===== src/rtl/pe_ab_stream_loader.sv =====
// pe_ab_stream_loader: per-PE A/B operand loader with a ping-pong A-slice buffer,
// A/B forwarding down the PE chain and a valid/ready pair stream to the MAC.
module pe_ab_stream_loader #(
    parameter int D_WIDTH  = 64,
    parameter int PE_NUM   = 4,
    parameter int PE_COUNT = 4,
    parameter int PID      = 0,
    parameter int B_NUM    = 8,
    parameter int FWD_EN   = 1,
    localparam int AW = PE_NUM > 1 ? $clog2(PE_NUM) : 1
) (
    input  logic               clk,
    input  logic               rst,
    input  logic [D_WIDTH-1:0] data_A_FIFO_in,
    input  logic               valid_A_FIFO_in,
    output logic               RD_EN_A_FIFO_out,
    output logic [D_WIDTH-1:0] data_A_FIFO_out,
    output logic               WR_EN_A_FIFO_out,
    input  logic               full_A_FIFO_in,
    input  logic [D_WIDTH-1:0] data_B_FIFO_in,
    input  logic               valid_B_FIFO_in,
    output logic               RD_EN_B_FIFO_out,
    output logic [D_WIDTH-1:0] data_B_FIFO_out,
    output logic               WR_EN_B_FIFO_out,
    input  logic               full_B_FIFO_in,
    output logic [D_WIDTH-1:0] data_A_out,
    output logic [D_WIDTH-1:0] data_B_out,
    output logic [AW-1:0]      a_idx_out,
    output logic               valid_AB_out,
    input  logic               ready_AB_in,
    output logic               last_AB_out
);
    localparam int unsigned ATOT = PE_NUM * PE_COUNT;
    localparam int CW = ATOT > 1 ? $clog2(ATOT) : 1;
    localparam int BW = B_NUM > 1 ? $clog2(B_NUM) : 1;
    localparam int unsigned LO = PID * PE_NUM;

    typedef enum logic [1:0] {IDLE, FETCH_B, EMIT} state_t;

    state_t             state;
    logic [D_WIDTH-1:0] bank [2][PE_NUM];
    logic [1:0]         full, full_set, full_clr;
    logic               load_bank, rd_bank;
    logic [CW-1:0]      cnt_a;
    logic [BW-1:0]      b_cnt;
    logic [AW-1:0]      a_idx;
    logic [D_WIDTH-1:0] b_lat;
    logic [31:0]        off;
    logic               in_slice, load_done, release_bank, emit, fire, a_last, b_last;

    // Offset into this PE's slice; wraps huge for words before the slice.
    assign off       = 32'(cnt_a) - LO;
    assign in_slice  = off < 32'(PE_NUM);
    assign RD_EN_A_FIFO_out = !rst && valid_A_FIFO_in && !full[load_bank] && (FWD_EN == 0 || !full_A_FIFO_in);
    assign RD_EN_B_FIFO_out = !rst && state == FETCH_B && valid_B_FIFO_in && (FWD_EN == 0 || !full_B_FIFO_in);
    assign load_done = RD_EN_A_FIFO_out && 32'(cnt_a) == ATOT - 1;
    assign emit      = state == EMIT;
    assign fire      = emit && ready_AB_in;
    assign a_last    = a_idx == AW'(PE_NUM - 1);
    assign b_last    = b_cnt == BW'(B_NUM - 1);
    assign release_bank = fire && a_last && b_last;
    assign full_set  = {load_done && load_bank, load_done && !load_bank};
    assign full_clr  = {release_bank && rd_bank, release_bank && !rd_bank};

    assign valid_AB_out = emit;
    assign data_A_out   = emit ? bank[rd_bank][a_idx] : '0;
    assign data_B_out   = emit ? b_lat : '0;
    assign a_idx_out    = emit ? a_idx : '0;
    assign last_AB_out  = emit && a_last && b_last;

    // Bank storage needs no reset: the full flags gate every read.
    always_ff @(posedge clk) begin
        if (RD_EN_A_FIFO_out && in_slice) bank[load_bank][AW'(off)] <= data_A_FIFO_in;
    end

    always_ff @(posedge clk or posedge rst) begin
        if (rst) begin
            state            <= IDLE;
            full             <= '0;
            load_bank        <= 1'b0;
            rd_bank          <= 1'b0;
            cnt_a            <= '0;
            b_cnt            <= '0;
            a_idx            <= '0;
            b_lat            <= '0;
            data_A_FIFO_out  <= '0;
            WR_EN_A_FIFO_out <= 1'b0;
            data_B_FIFO_out  <= '0;
            WR_EN_B_FIFO_out <= 1'b0;
        end else begin
            WR_EN_A_FIFO_out <= FWD_EN != 0 && RD_EN_A_FIFO_out;
            WR_EN_B_FIFO_out <= FWD_EN != 0 && RD_EN_B_FIFO_out;
            if (RD_EN_A_FIFO_out) begin
                data_A_FIFO_out <= data_A_FIFO_in;
                cnt_a           <= load_done ? '0 : cnt_a + CW'(1);
            end
            if (RD_EN_B_FIFO_out) data_B_FIFO_out <= data_B_FIFO_in;
            if (load_done) load_bank <= !load_bank;
            full <= (full | full_set) & ~full_clr;
            case (state)
                IDLE: if (full[rd_bank]) state <= FETCH_B;
                FETCH_B: if (RD_EN_B_FIFO_out) begin
                    b_lat <= data_B_FIFO_in;
                    state <= EMIT;
                end
                EMIT: if (ready_AB_in) begin
                    a_idx <= a_last ? '0 : a_idx + AW'(1);
                    if (a_last) begin
                        b_cnt <= b_last ? '0 : b_cnt + BW'(1);
                        state <= b_last ? IDLE : FETCH_B;
                        if (b_last) rd_bank <= !rd_bank;
                    end
                end
                default: state <= IDLE;
            endcase
        end
    end
endmodule


===== config.mk =====
export PLATFORM = sky130hd
export DESIGN_NAME = pe_ab_stream_loader
export DESIGN_NICKNAME = d
export VERILOG_FILES = /design/src/rtl/pe_ab_stream_loader.sv
export SDC_FILE = /design/constraint.sdc
export NUM_CORES = 1
export LEC_CHECK = 0
export CORE_UTILIZATION = 57
export DETAILED_ROUTE_END_ITERATION = 12
export DONT_BUFFER_PORTS = 1
export GPL_TIMING_DRIVEN = 1
export PLACE_DENSITY = 0.74
export SYNTH_ARGS = -nofsm -noshare
export SYNTH_HDL_FRONTEND = slang
export SYNTH_SLANG_ARGS = --single-unit

===== constraint.sdc =====
create_clock -name clk -period 9.91 [get_ports clk]
set_clock_uncertainty 0.05 [all_clocks]
set_input_delay 0.4955 -clock clk [delete_from_list [all_inputs] [get_ports clk]]
set_output_delay 0.4955 -clock clk [all_outputs]
set_load 0.02 [all_outputs]

=== After elaboration in Yosys (flattened, before gate mapping) ===
Memory sizes are Yosys's and may differ from the RTL's.
Cells that the tools add are included.

* Memories: 1
* ROM bits: 0
* Bits of input ports: 135
* Register bits after elaboration: 209
* Memory bits (writable): 512
* Output and inout bits: 264
* Bits in latches: 0

* Multiplexer cells: 23
* Order comparisons: 6
* Multiply operators: 0
* Bitwise logic cells: 5
* Shift-type cells: 0
* Equal/unequal tests: 9
* Add/subtract/negate cells: 3
* Reductions and logical operators: 30
* Divide/modulo/power cells: 0

{| class="wikitable"
|+ Memories
! memory !! words !! bits a word !! read ports !! clocked after memory_dff !! wr ports !! line !! RTL
|-
| bank || 2 || 256 || 1 || 0 || 1 || 41 || <nowiki>logic [D_WIDTH-1:0] bank [2][PE_NUM];</nowiki>
|}

{| class="wikitable"
|+ Operators by type and width
! cell !! number
|-
| 64-bit two-way mux || 5
|-
| 256-bit two-way mux || 1
|-
| 64-bit binary-select mux with 2-bit select || 1
|-
| 64-bit demux with 2-bit select || 1
|-
| 1-bit logical AND || 18
|-
| 2-bit two-way mux || 6
|-
| 4-bit AND reduction || 2
|-
| 3-bit greater-or-equal comparator, second input constant || 2
|-
| 1-bit logical NOT || 6
|-
| 1-bit two-way mux || 6
|-
| 2-bit != test, second input constant || 3
|-
| 2-bit inverter with 3-bit output || 2
|-
| 2-bit case mux with 3 select lines || 1
|-
| 4-bit by 1-bit adder with 4-bit output, second input constant || 1
|-
| 2-bit == test, second input constant || 2
|-
| 4-bit == test, second input constant || 1
|-
| 1-bit by 2-bit < comparator with 1-bit output, second input constant || 2
|-
| 4-bit by 3-bit < comparator with 1-bit output, second input constant || 1
|-
| 4-bit two-way mux || 1
|-
| 2-bit AND reduction || 2
|-
| 3-bit by 1-bit adder with 3-bit output, second input constant || 1
|-
| 3-bit == test, second input constant || 1
|-
| 3-bit by 1-bit < comparator with 1-bit output, second input constant || 1
|-
| 3-bit two-way mux || 1
|-
| 8 further kinds || 8
|}

=== Longest topological paths before layout ===
Gate-level depths: netlist of run 1.

* Depth in word-level cells: 9
* Gate-level depth with buffers: 6

=== Least setup slack after synthesis of run 1 ===
OpenSTA, ideal clock, no wires.

* Path kind: register -> register
* Start point: register load_bank
* End point: memory bank[0][0] (netlist name), enable pin
* Library setup time: 644 ps
* Stages on the path, launching flop included: 6
* Period minus slack after synthesis: 7,933 ps
* Slack: 1,977 ps
* Arrival time: 7,239 ps
* Required time: 9,216 ps
* Cells stage by stage: dfrtp_1 buf_2 mux2i_4 nand2_4 buf_4 nor4_1

* Cells in the longest elaborated chain, start to end: 8

{| class="wikitable"
|+ RTL lines
! item !! line !! RTL
|-
| start, declared || 43 || <nowiki>logic load_bank, rd_bank;</nowiki>
|-
| start signal, assigned || 98 || <nowiki>if (load_done) load_bank <= !load_bank;</nowiki>
|-
| 1-bit two-way mux (not written as such) (2 in series) || 54 || <nowiki>assign RD_EN_A_FIFO_out = !rst && valid_A_FIFO_in && !full[load_bank] && (FWD_EN == 0 || !full_A_FIFO_in);</nowiki>
|-
| 1-bit logical NOT || 54 ||
|-
| 1-bit logical AND (2 in series) || 54 ||
|-
| 1-bit logical AND || 73 || <nowiki>if (RD_EN_A_FIFO_out && in_slice) bank[load_bank][AW'(off)] <= data_A_FIFO_in;</nowiki>
|-
| 1-bit two-way mux || 73 ||
|-
| 256-bit two-way mux (not written as such) || 73 ||
|-
| end, declared || 41 ||
|}

Parallel ways exist; a longest one is shown, timed or not. The select of a mux whose other input is x is not followed.

=== Final worst setup path of run 1 ===
* Start point: register rd_bank
* End point: output port data_A_out[20]

* Cells in the longest elaborated chain, start to end: 5

{| class="wikitable"
|+ RTL lines
! item !! line !! RTL
|-
| start, declared || 43 ||
|-
| start signal, assigned || 111 || <nowiki>if (b_last) rd_bank <= !rd_bank;</nowiki>
|-
| memory read 2 x 256 bit || -- ||
|-
| 64-bit binary-select mux with 2-bit select || 66 || <nowiki>assign data_A_out = emit ? bank[rd_bank][a_idx] : '0;</nowiki>
|-
| 64-bit two-way mux (not written as such) (2 in series) || 66 ||
|-
| 64-bit two-way mux || 66 ||
|-
| end, declared || 26 || <nowiki>output logic [D_WIDTH-1:0] data_A_out,</nowiki>
|}

No other way between the ends. The select of a mux whose other input is x is not followed.

==> results of run 1 <==
==> power by group <==
part,switching (uW),internal [uW],total (uW)
Combinational,322,181,503
Sequential,187,3380,3560
Clock,1110,1550,2650
Total,1610,5100,6720
==> final cells by class <==
| cell class | count | area [sq um] |
|---|---|---|
| Inverter | 6 | 30.0 |
| Tap cell | 664 | 831 |
| Fill cell | 3272 | 16500 |
| Clock buffer | 117 | 2230 |
| Clock inverter | 15 | 91.3 |
| Timing Repair Buffer | 152 | 1460 |
| Multi-Input combinational cell | 838 | 7520 |
| Antenna cell | 3 | 7.51 |
| Sequential cell | 721 | 20600 |
==> metrics by stage <==
step / hold slack (ns) / instances
3_3_place_gp: 0.409 / 2252
2_1_floorplan: 0.399 / 1667
4_1_cts: 0.0191 / 2513
3_5_place_dp: 0.417 / 2252
5_1_grt: 0.0328 / 2516
6_report: 0.0534 / 2516
==> sequential cells by signal (all words and copies together) (netlist names) <==
register,flops
load_bank,1
full,2
rd_bank,1
cnt_a,4
a_idx,2
b_cnt,3
WR_EN_A_FIFO_out,1
state,2
data_B_FIFO_out,64
b_lat,64
WR_EN_B_FIFO_out,1
data_A_FIFO_out,64
bank,512
==> metal layers <==
| layer | global-route usage | routed length [um] | vias to the layer above |
|---|---|---|---|
| li1 | - | - | 6610 |
| met1 | 0.326 | 26400 | 7862 |
| met2 | 0.422 | 31900 | 528 |
| met3 | 0.0598 | 4330 | 93 |
| met4 | 0.0808 | 1430 | 0 |
| met5 | 0 | 0 | - |
==> logic make-up (layout without fill, tap and decap cells) <==
group / count (synthesis) / in the layout / synth area share
flops: 721 / 721 / 0.721
mux: 390 / 390 / 0.162
simple gates: 236 / 236 / 0.0488
compound gates: 202 / 202 / 0.0447
buf+inv: 108 / 290 / 0.0196
fa+ha+maj: 7 / 7 / 0.00306
xor+xnor: 3 / 3 / 0.000919
other cells: 0 / 3 / 0
==> worst max-delay path, cell delays in order (launching register included) <==
cell     delay [ns]
dfrtp_4        1.13
buf_4          0.74
buf_4          0.79
mux2_2         0.30
o22ai_1        0.07
nor3_1         0.78
==> layout by cell type (no fill, tap or decap), types with 3 or more instances in the layout <==
cell type      count
edfxtp_1         512
mux2_2           225
dfrtp_1          208
dlygate4sd3_1    129
mux2_1           100
clkbuf_16         78
nor3_1            67
and2_1            66
o21ai_0           65
nor2b_1           65
a211oi_1          64
o22ai_1           64
mux2_4            63
clkbuf_1          25
buf_4             23
clkbuf_8          13
clkinv_2           8
nand2b_1           7
ha_1               7
inv_1              5
nand2_1            4
nor2_4             4
nor4_2             4
diode_2            3
nand4b_1           3
and3_1             3
xnor2_1            3
clkinv_1           3
==> how the worst min path moves through the flow <==
stage                     startpoint                     to  slack, ns  cells past startpoint
2_1_floorplan  b_lat[10]$_DFFE_PP0P_  b_lat[10]$_DFFE_PP0P_       0.40                      1
3_3_place_gp   b_lat[54]$_DFFE_PP0P_  b_lat[54]$_DFFE_PP0P_       0.41                      1
3_5_place_dp   b_lat[41]$_DFFE_PP0P_  b_lat[41]$_DFFE_PP0P_       0.42                      1
4_1_cts                          rst   state[1]$_DFFE_PP0P_       0.02                      2
5_1_grt                          rst   state[1]$_DFFE_PP0P_       0.03                      2
6_report                         rst   state[1]$_DFFE_PP0P_       0.05                      2
==> what timing repair did <==
item / 4_1_cts / 5_1_grt
buffers inserted: 0 / 0
hold buffers: 129 / 0
endpoints found under the hold margin: 792 / 0
resized for setup: 0 / 0
==> summary.md, run 1 <==
| Metric | Value |
|---|---|
| Pleak | 0.0118 uW |
| Initial Utilization | 0.580 |
| Yosys reg bits | between 700 and 800 |
| Crit path required time | between 9 and 10 ns |
| Die area | 51100 sq um |
| R2r worst-path depth | 4 |
| Final Max Tran Viols | 0 |
| CTS sink cnt | about 720 |
| PwrDens | a little over 200 nW/um^2 |
| Post-route cell area | between 30000 and 40000 sq um |
| Largest cells by area after synthesis | edfxtp_1, dfrtp_1, mux2_2 |
| Period minus WS final | 5.08 ns |
| Synth unique cells | a little over 40 |
| Latest clock arrival within the worst-skew pair | 0.59 ns |
| Peak VDD IR | 0.172 mV |
| Setup TNS | 0 ns |
| Nets@finish | just under 2000 |
| Status | complete, no violations |
| Fmax | approximately 200 MHz |
| Count leader, synth | edfxtp_1 |
| Vias in the first global route | about 16000 |
| CTS root buf | clkbuf_16 |
| Total grt overflow | 0 |
| Clock slew at reported path FFs | around 0.06 ns |
| Via count | 15100 |
| CP startpoint kind | register |
| Layout cell share with drive strength beyond 1 | 0.235 |
| CTS H-tree depth | 3 |
| HPWL after detailed placement | about 34000 um |
| Syn nets | 1809 |
| Worst Path Max Fanout | 90 |
| Largest net degree at the start of global routing | 101 |
| First-pass GRT wire length | 96200 um |
| Gate Count Post-Synth | ~1700 |
| CP startpoint | rd_bank$_DFFE_PP0P_ |
| Area after DPL | between 20000 and 30000 sq um |
| Placer congestion estimate | ~0.79 |
| Synth warn | 0 |
| Antenna-violating nets left | 0 |
| Number of buffers added on ports | 0 |
| Vias/cell | between 5 and 6 |
| Final hold violations | 0 |
| Die Wd | between 200 and 250 um |
| Final setup fails | 0 |
| Detailed Route WL | between 60000 and 70000 um |
| Critical Path AT | ~4.5 ns |
| DP Worst Slack | between 5 and 6 ns |
| Initial antenna violation count | 4 |
| RR Endpoint | bank[1][44]$_DFFE_PP_ |
| Synth area leader | edfxtp_1 |
| Pre-antenna DRT Iters | 5 |
| Io pins | ~400 |
| Die Y | between 200 and 250 um |
| Slew HR | 0.162 |
| Final period util | 0.513 |
| R2R Setup Slk | about 6.3 ns |
| Ys async rst share | 0.290 |
| Initial drt markers | about 1000 |
| Worst setup endpoint | data_A_out[20] |
| Setup crit end kind | output port |
| Core footprint | slightly below 50000 sq um |
| Post-synth EDFFs | between 500 and 600 |
| Least-Margin Pin Slew | between 1 and 1.5 ns |
| Top-area cell type share of the netlist area | 0.538 |
| DRC viols | 0 |
| CTS tree | done |
| Post-synthesis area per instance | about 17 sq um |
| Most frequent cells after synthesis | edfxtp_1, mux2_2, dfrtp_1 |
| Synth Flop Type | edfxtp_1 |
| Routed length per instance | roughly 25 um |
| Reg-to-reg startpoint | load_bank$_DFFE_PP0N_ |
| Total power | roughly 6700 uW |
| Seq/Total Area, Yosys | 0.721 |
| Cell row count | slightly above 80 |
| Final worst slack | roughly 4.8 ns |
| P&R area growth vs syn | 14.7% |
| Clock tree buffer depth | 3 |
| Hold Path Class | input pin to register |
| Mapped cell area | 28600 sq um |
| Total global routing track utilization | 0.252 |
| Crit path kind | register to output port |
| RSZ-0062 raised after global routing | false |
| Max Cap Viol | 0 |
| Post-layout util | 0.666 |
| Num CTS Buffers | 73 |
(Power assumes the default switching activity.)
==> inputs of run 2 (changes only) <==
- clock period: 9.91 -> 4.82 ns (I/O delays scaled with it)
==> summary.md, run 2 (same netlist as run 1, synthesis figures left out) <==
| Metric | Value |
|---|---|
| Setup crit end kind | output port |
| Final Max Tran Viols | 0 (unchanged) |
| CP startpoint kind | register |
| Crit path kind | register to output port |
| Routed met2 length | 32800 um (+3.0%) |
| Peak VDD IR | 0.373 mV (+120%) |
| Crit path depth | 4 (-1) |
| CTS H-tree depth | 3 (unchanged) |
| Die Wd | 226 um (unchanged) |
| Status | complete, no violations |
| Number of buffers added on ports | 0 (unchanged) |
| RSZ-0062 raised after global routing | false |
| Pleak | 0.0119 uW (+0.72%) |
| R2R Setup Slk | 1.65 ns (-4.62 ns) |
| Crit path required time | 4.53 ns (-4.83 ns) |
| Nets@finish | 1951 (+0.88%) |
| CP startpoint | load_bank$_DFFE_PP0N_ |
| Total power | 13800 uW (+110%) |
| Area after DPL | 29400 sq um (+0.75%) |
| Placer congestion estimate | 0.769 (-2.5%) |
| Vias/cell | 5.99 (about the same) |
| Total global routing track utilization | 0.257 (+0.00534) |
| Pre-antenna DRT Iters | 5 (unchanged) |
| Critical Path AT | 3.25 ns (-1.29 ns) |
| Layout cell share with drive strength beyond 1 | 0.238 (+0.00297) |
| Clock tree buffer depth | 3 (unchanged) |
| HPWL after detailed placement | 36900 um (+7.1%) |
| CTS sink cnt | 721 (unchanged) |
| DRC viols | 0 (unchanged) |
| Setup TNS | 0 ns (unchanged) |
| Clock slew at reported path FFs | 0.06 ns (about the same) |
| Latest clock arrival within the worst-skew pair | 0.60 ns (about the same) |
| Final period util | 0.734 |
| Reg-to-reg startpoint | load_bank$_DFFE_PP0N_ |
| R2r worst-path depth | 4 (unchanged) |
| Core footprint | 49300 sq um (unchanged) |
| Max FFs per register | 512 (unchanged) |
| CP max stage delay | 0.72 ns (-0.41 ns) |
| Top reg by flops | bank |
| Worst path slowest cell | buf_4 |
| Worst setup endpoint | RD_EN_A_FIFO_out |
| WHS | 0.0406 ns (-0.0128 ns) |
| PwrDens | 418 nW/um^2 (+100%) |
| Most common cell after layout, fill and taps aside | edfxtp_1 |
| Via count | 15200 (+0.62%) |
| Num CTS Buffers | 72 (-1.4%) |
| Die area | 51100 sq um (unchanged) |
| Slew HR | 0.208 (+0.0459) |
| Antenna-violating nets left | 0 (unchanged) |
| Total grt overflow | 0 (unchanged) |
| Routed wl met3 | 5200 um (+20%) |
| Initial antenna violation count | 3 (-1) |
| Crit-path leading delay family | buffers and inverters |
| Post-route cell area | 33000 sq um (+0.80%) |
| CTS tree | done |
| Worst Path Max Fanout | 38 (-58%) |
| Met1 WL | 25700 um (-2.5%) |
| CTS root buf | clkbuf_16 |
| Detailed Route WL | 65100 um (+1.7%) |
| Fmax | 283 MHz |
| Commonest cells after routing, fill and taps aside | edfxtp_1, mux2_2, dfrtp_1 |
| Final hold violations | 0 (unchanged) |
| Resized cells post-CTS | 0 (unchanged) |
| Initial Utilization | 0.580 (unchanged) |
| Crit path buffers/inverters | 2 (unchanged) |
| Uppermost layer routed | met5 |
| Largest net degree at the start of global routing | 132 (+31%) |
| Io pins | 399 (unchanged) |
| Routed length per instance | 25.7 um (+0.96%) |
| P&R area growth vs syn | 15.6% |
| Cell row count | 81 (unchanged) |
| First-pass GRT wire length | 97800 um (+1.7%) |
| # fillers | 3271 (-0.031%) |
| Final worst slack | 1.28 ns (-3.55 ns) |
| Vias in the first global route | 16000 (-0.36%) |
| DP Worst Slack | 1.65 ns (-3.84 ns) |
| RR Endpoint | bank[0][232]$_DFFE_PP_ |
| Hold Path Class | input pin to register |
| CP Cell Sequence | mux2i_4 -> nand2_4 -> buf_4 -> inv_1 |
| Initial drt markers | 1099 (+8.8%) |
| Least-Margin Pin Slew | 1.18 ns (-0.0780 ns) |
| Period minus WS final | about 3.5 ns |
| Die Y | 226 um (unchanged) |
| Max Cap Viol | 0 (unchanged) |
| Final setup fails | 0 (unchanged) |
run 2: changes by cell type in the layout (fill, tap and decap cells not counted), moves of 3 or more:
cell	delta
nor4_2	-4
buf_12	+9
buf_4	+3
dlygate4sd3_1	+6
clkinvlp_4	+3
clkbuf_8	-3
clkinv_1	+3
nor4_4	+4
run 2: worst min-delay path by stage:
stage,start,to,slack [ns],depth (start not counted)
final,rst,WR_EN_B_FIFO_out$_DFF_PP0_,0.04,2
after global routing,rst,WR_EN_B_FIFO_out$_DFF_PP0_,0.08,2
after floorplan,data_A_FIFO_in[0],bank[0][0]$_DFFE_PP_,0.29,0
after CTS,rst,WR_EN_B_FIFO_out$_DFF_PP0_,0.03,2
after global placement,data_A_FIFO_in[6],bank[0][198]$_DFFE_PP_,0.29,0
after detailed placement,data_A_FIFO_in[6],bank[1][198]$_DFFE_PP_,0.29,0
run 2: area by class of cell:
| cell class | instances | area [sq um] | share of cell area |
|---|---|---|---|
| Multi-Input combinational cell | 838 | 7540 | 0.228 |
| Inverter | 6 | 26.3 | 0.000795 |
| Sequential cell | 721 | 20600 | 0.624 |
| Antenna cell | 2 | 5.00 | 0.000151 |
| Tap cell | 664 | 831 | 0.0251 |
| Clock buffer | 111 | 2130 | 0.0646 |
| Clock inverter | 22 | 176 | 0.00534 |
| Timing Repair Buffer | 170 | 1730 | 0.0523 |
run 2: timing repair:
action / in CTS / in global routing
hold endpoints to repair: 764 / 0
hold buffers: 135 / 0
setup buffers: 0 / 0
run 2: report_power, final:
part	leakage, uW	switching, uW	internal (uW)
registers	0.00723	394	6940
clock network	0.00113	2280	3170
logic	0.00354	658	391
total	0.0119	3330	10500
run 2: layer usage:
metal,vias up,GRT usage
li1,6673,-
met4,2,0.0779
met1,7872,0.328
met5,-,0
met2,561,0.434
met3,78,0.0666
run 2: worst reg2reg max path: stages (launching register included):
cell     delay [ns]
dfrtp_1        0.72
mux2i_4        0.45
nand2_4        0.46
nor4_4         0.42
buf_4          0.66
run 2: stage by stage:
stage               utilization  instances
global route              0.671       2534
CTS                       0.671       2532
finish                    0.671       2534
detailed placement        0.596       2264
global placement          0.596       2264
floorplan                     -       1667
==> inputs of run 3 (changes only) <==
- ABC_AREA: unset -> 1
- PLACE_DENSITY: 0.74 -> 0.77
- clock period: 4.82 -> 3.15 ns (I/O delays scaled with it)
==> summary.md, run 3 <==
| Metric | Value |
|---|---|
| CP Cell Sequence | inv_2 -> nand2_1 -> nand2_1 -> nor2_4 -> nand4_1 -> nor2_4 -> buf_12 |
| Status | complete, no violations |
| RR Endpoint | bank[0][156]$_DFFE_PP_ |
| Final setup fails | 0 (unchanged) |
| First-pass GRT wire length | 105000 um (+7.5%) |
| Crit-path leading delay family | simple AND/OR/NAND/NOR gates |
| Final hold violations | 0 (unchanged) |
| Top-area cell type share of the netlist area | 0.544 (+0.00602) |
| Die Y | 225 um (-0.55%) |
| Initial drt markers | 2055 (+87%) |
| Die area | 50500 sq um (-1.1%) |
| DP Worst Slack | 0.361 ns (-1.29 ns) |
| Layout cell share with drive strength beyond 1 | 0.0615 (-0.176) |
| Yosys reg bits | 721 (unchanged) |
| Synth area leader | edfxtp_1 |
| Placer congestion estimate | 0.801 (+4.2%) |
| Commonest cells after routing, fill and taps aside | nand2_1, edfxtp_1, nor2_1 |
| Via count | 18900 (+25%) |
| Synth warn | 0 (unchanged) |
| CP max stage delay | 0.65 ns (-0.07 ns) |
| Resized cells post-CTS | 0 (unchanged) |
| Vias/cell | 5.71 (-4.8%) |
| RSZ-0062 raised after global routing | false |
| Most common cell after layout, fill and taps aside | nand2_1 |
| HPWL after detailed placement | 38800 um (+5.2%) |
| Period minus WS final | approximately 2.8 ns |
| Nets@finish | 2737 (+40%) |
| Clock slew at reported path FFs | 0.06 ns (about the same) |
| Vias in the first global route | 18800 (+18%) |
| Largest net degree at the start of global routing | 172 (+30%) |
| Routed length per instance | 20.8 um (-19%) |
| Crit path required time | 3.35 ns (-1.18 ns) |
| Num CTS Buffers | 71 (-1.4%) |
| R2r worst-path depth | 7 (+3) |
| Hold Path Class | input pin to async pin |
| P&R area growth vs syn | 15.3% |
| Number of buffers added on ports | 0 (unchanged) |
| Total global routing track utilization | 0.273 (+0.0154) |
| Mapped cell area | 28300 sq um (-1.1%) |
| Die Wd | 225 um (-0.55%) |
| Final worst slack | 0.372 ns (-0.910 ns) |
| CTS H-tree depth | 3 (unchanged) |
| Reg-to-reg startpoint | load_bank$_DFFE_PP0N_ |
| Final Max Tran Viols | 0 (unchanged) |
| Gate Count Post-Synth | 2503 (+50%) |
| CTS sink cnt | 721 (unchanged) |
| Pleak | 0.0127 uW (+6.4%) |
| WHS | 0.177 ns (+0.136 ns) |
| DRC viols | 0 (unchanged) |
| Seq/Total Area, Yosys | 0.729 (+0.00807) |
| Worst Path Max Fanout | 64 (+68%) |
| Total grt overflow | 0 (unchanged) |
| CTS tree | done |
| Initial antenna violation count | 6 (+3) |
| Count leader, synth | nand2_1 |
| Detailed Route WL | 69000 um (+6.0%) |
| Crit path buffers/inverters | 2 (unchanged) |
| Fmax | about 360 MHz |
| CTS root buf | clkbuf_16 |
| Max FFs per register | 512 (unchanged) |
| Pre-antenna DRT Iters | 6 (+1) |
| Setup Buffers After CTS | 0 (unchanged) |
| Worst path slowest cell | dfrtp_1 |
| Max Cap Viol | 0 (unchanged) |
| Synth unique cells | 24 (-41%) |
| Antenna-violating nets left | 0 (unchanged) |
| Io pins | 399 (unchanged) |
| Largest cells by area after synthesis | edfxtp_1, dfrtp_1, nand2_1 |
| Core footprint | 49000 sq um (-0.62%) |
| # fillers | 3396 (+3.8%) |
| Cell row count | 81 (unchanged) |
| Clock tree buffer depth | 3 (unchanged) |
| Ys async rst share | 0.290 (unchanged) |
| Top reg by flops | bank |
| Peak VDD IR | 0.657 mV (+76%) |
| Post-synthesis area per instance | 11.3 sq um (-34%) |
| PwrDens | 750 nW/um^2 (+79%) |
| Synth Flop Type | edfxtp_1 |
| Setup crit end kind | register |
| Area after DPL | 28900 sq um (-1.7%) |
| Critical Path AT | 2.97 ns (-0.28 ns) |
| R2R Setup Slk | 0.37 ns (-1.28 ns) |
| CP startpoint kind | register |
| Least-Margin Pin Slew | 1.08 ns (-0.0999 ns) |
| Initial Utilization | 0.578 (-0.00286) |
| Post-synth EDFFs | 512 (unchanged) |
| Slew HR | 0.281 (+0.0726) |
| Most frequent cells after synthesis | nand2_1, edfxtp_1, nor2_1 |
| Syn nets | 2645 (+46%) |
| Final period util | 0.882 |
| Crit path kind | register to register |
| Post-route cell area | 32600 sq um (-1.4%) |
| Latest clock arrival within the worst-skew pair | 0.60 ns (about the same) |
## run 3: timing repair
item,4_1_cts,5_1_grt
hold buffers,130,0
hold endpoints to repair,750,0
endpoints found under the setup margin,0,0
## run 3: final cells by class
| type | count | area, sq um | area share |
|---|---|---|---|
| diodes | 6 | 15.0 | 0.000461 |
| clock buffers | 95 | 2070 | 0.0634 |
| clock inverters | 34 | 335 | 0.0103 |
| inverters | 86 | 333 | 0.0102 |
| multi-input cells | 1553 | 6610 | 0.203 |
| flip-flops and latches | 721 | 20600 | 0.632 |
| well taps | 664 | 831 | 0.0255 |
| repair buffers | 162 | 1790 | 0.0550 |
## run 3: how the worst max path moves through the flow
stage	from	endpoint	slack (ns)	cells after the start
after floorplan	rst	b_lat[0]$_DFFE_PP0P_	-1.41	6
after global routing	load_bank$_DFFE_PP0N_	bank[0][219]$_DFFE_PP_	0.23	7
after global placement	load_bank$_DFFE_PP0N_	bank[1][35]$_DFFE_PP_	0.44	7
after detailed placement	load_bank$_DFFE_PP0N_	bank[0][224]$_DFFE_PP_	0.36	7
final	load_bank$_DFFE_PP0N_	bank[0][156]$_DFFE_PP_	0.37	7
after CTS	load_bank$_DFFE_PP0N_	bank[0][253]$_DFFE_PP_	0.37	7
## run 3: stage by stage
| stage | setup TNS [ns] | utilization | total power, uW | cells |
|---|---|---|---|---|
| 2_1_floorplan | -181.83 | - | 14700 | 2503 |
| 4_1_cts | 0 | 0.665 | 24500 | 3315 |
| 3_3_place_gp | 0 | 0.590 | 15400 | 3056 |
| 3_5_place_dp | 0 | 0.590 | 15600 | 3056 |
| 6_report | 0 | 0.666 | 24400 | 3321 |
| 5_1_grt | 0 | 0.666 | 25500 | 3319 |
## run 3: metal layers
layer | global-route usage | vias to the layer above | wire [um]
met5 | 0 | - | 10
met4 | 0.118 | 2 | 2590
met3 | 0.0583 | 159 | 5830
met2 | 0.453 | 932 | 33700
met1 | 0.349 | 9279 | 26800
li1 | - | 8576 | -
## run 3: kinds of logic after synthesis
group / after synthesis / share of synthesized area
adders and majority gates: 7 / 0.00310
and+or+nand+nor: 1083 / 0.145
AOI/OAI and AO/OA: 461 / 0.0816
DFF: 721 / 0.729
xor gates and xnor gates: 2 / 0.000620
buffers and inverters: 229 / 0.0408
## run 3: where the power goes
part           leakage (uW)  total (uW)  switching (uW)  internal (uW)
Combinational       0.00422        3620            2390           1230
Sequential          0.00727       12200            1150          11100
Clock               0.00118        8620            3500           5120
Total                0.0127       24400            7040          17400
## run 3: worst min-delay path: stages
cell           delay [ns]
dlygate4sd3_1        0.58
clkinvlp_4           0.10
buf_4                0.45
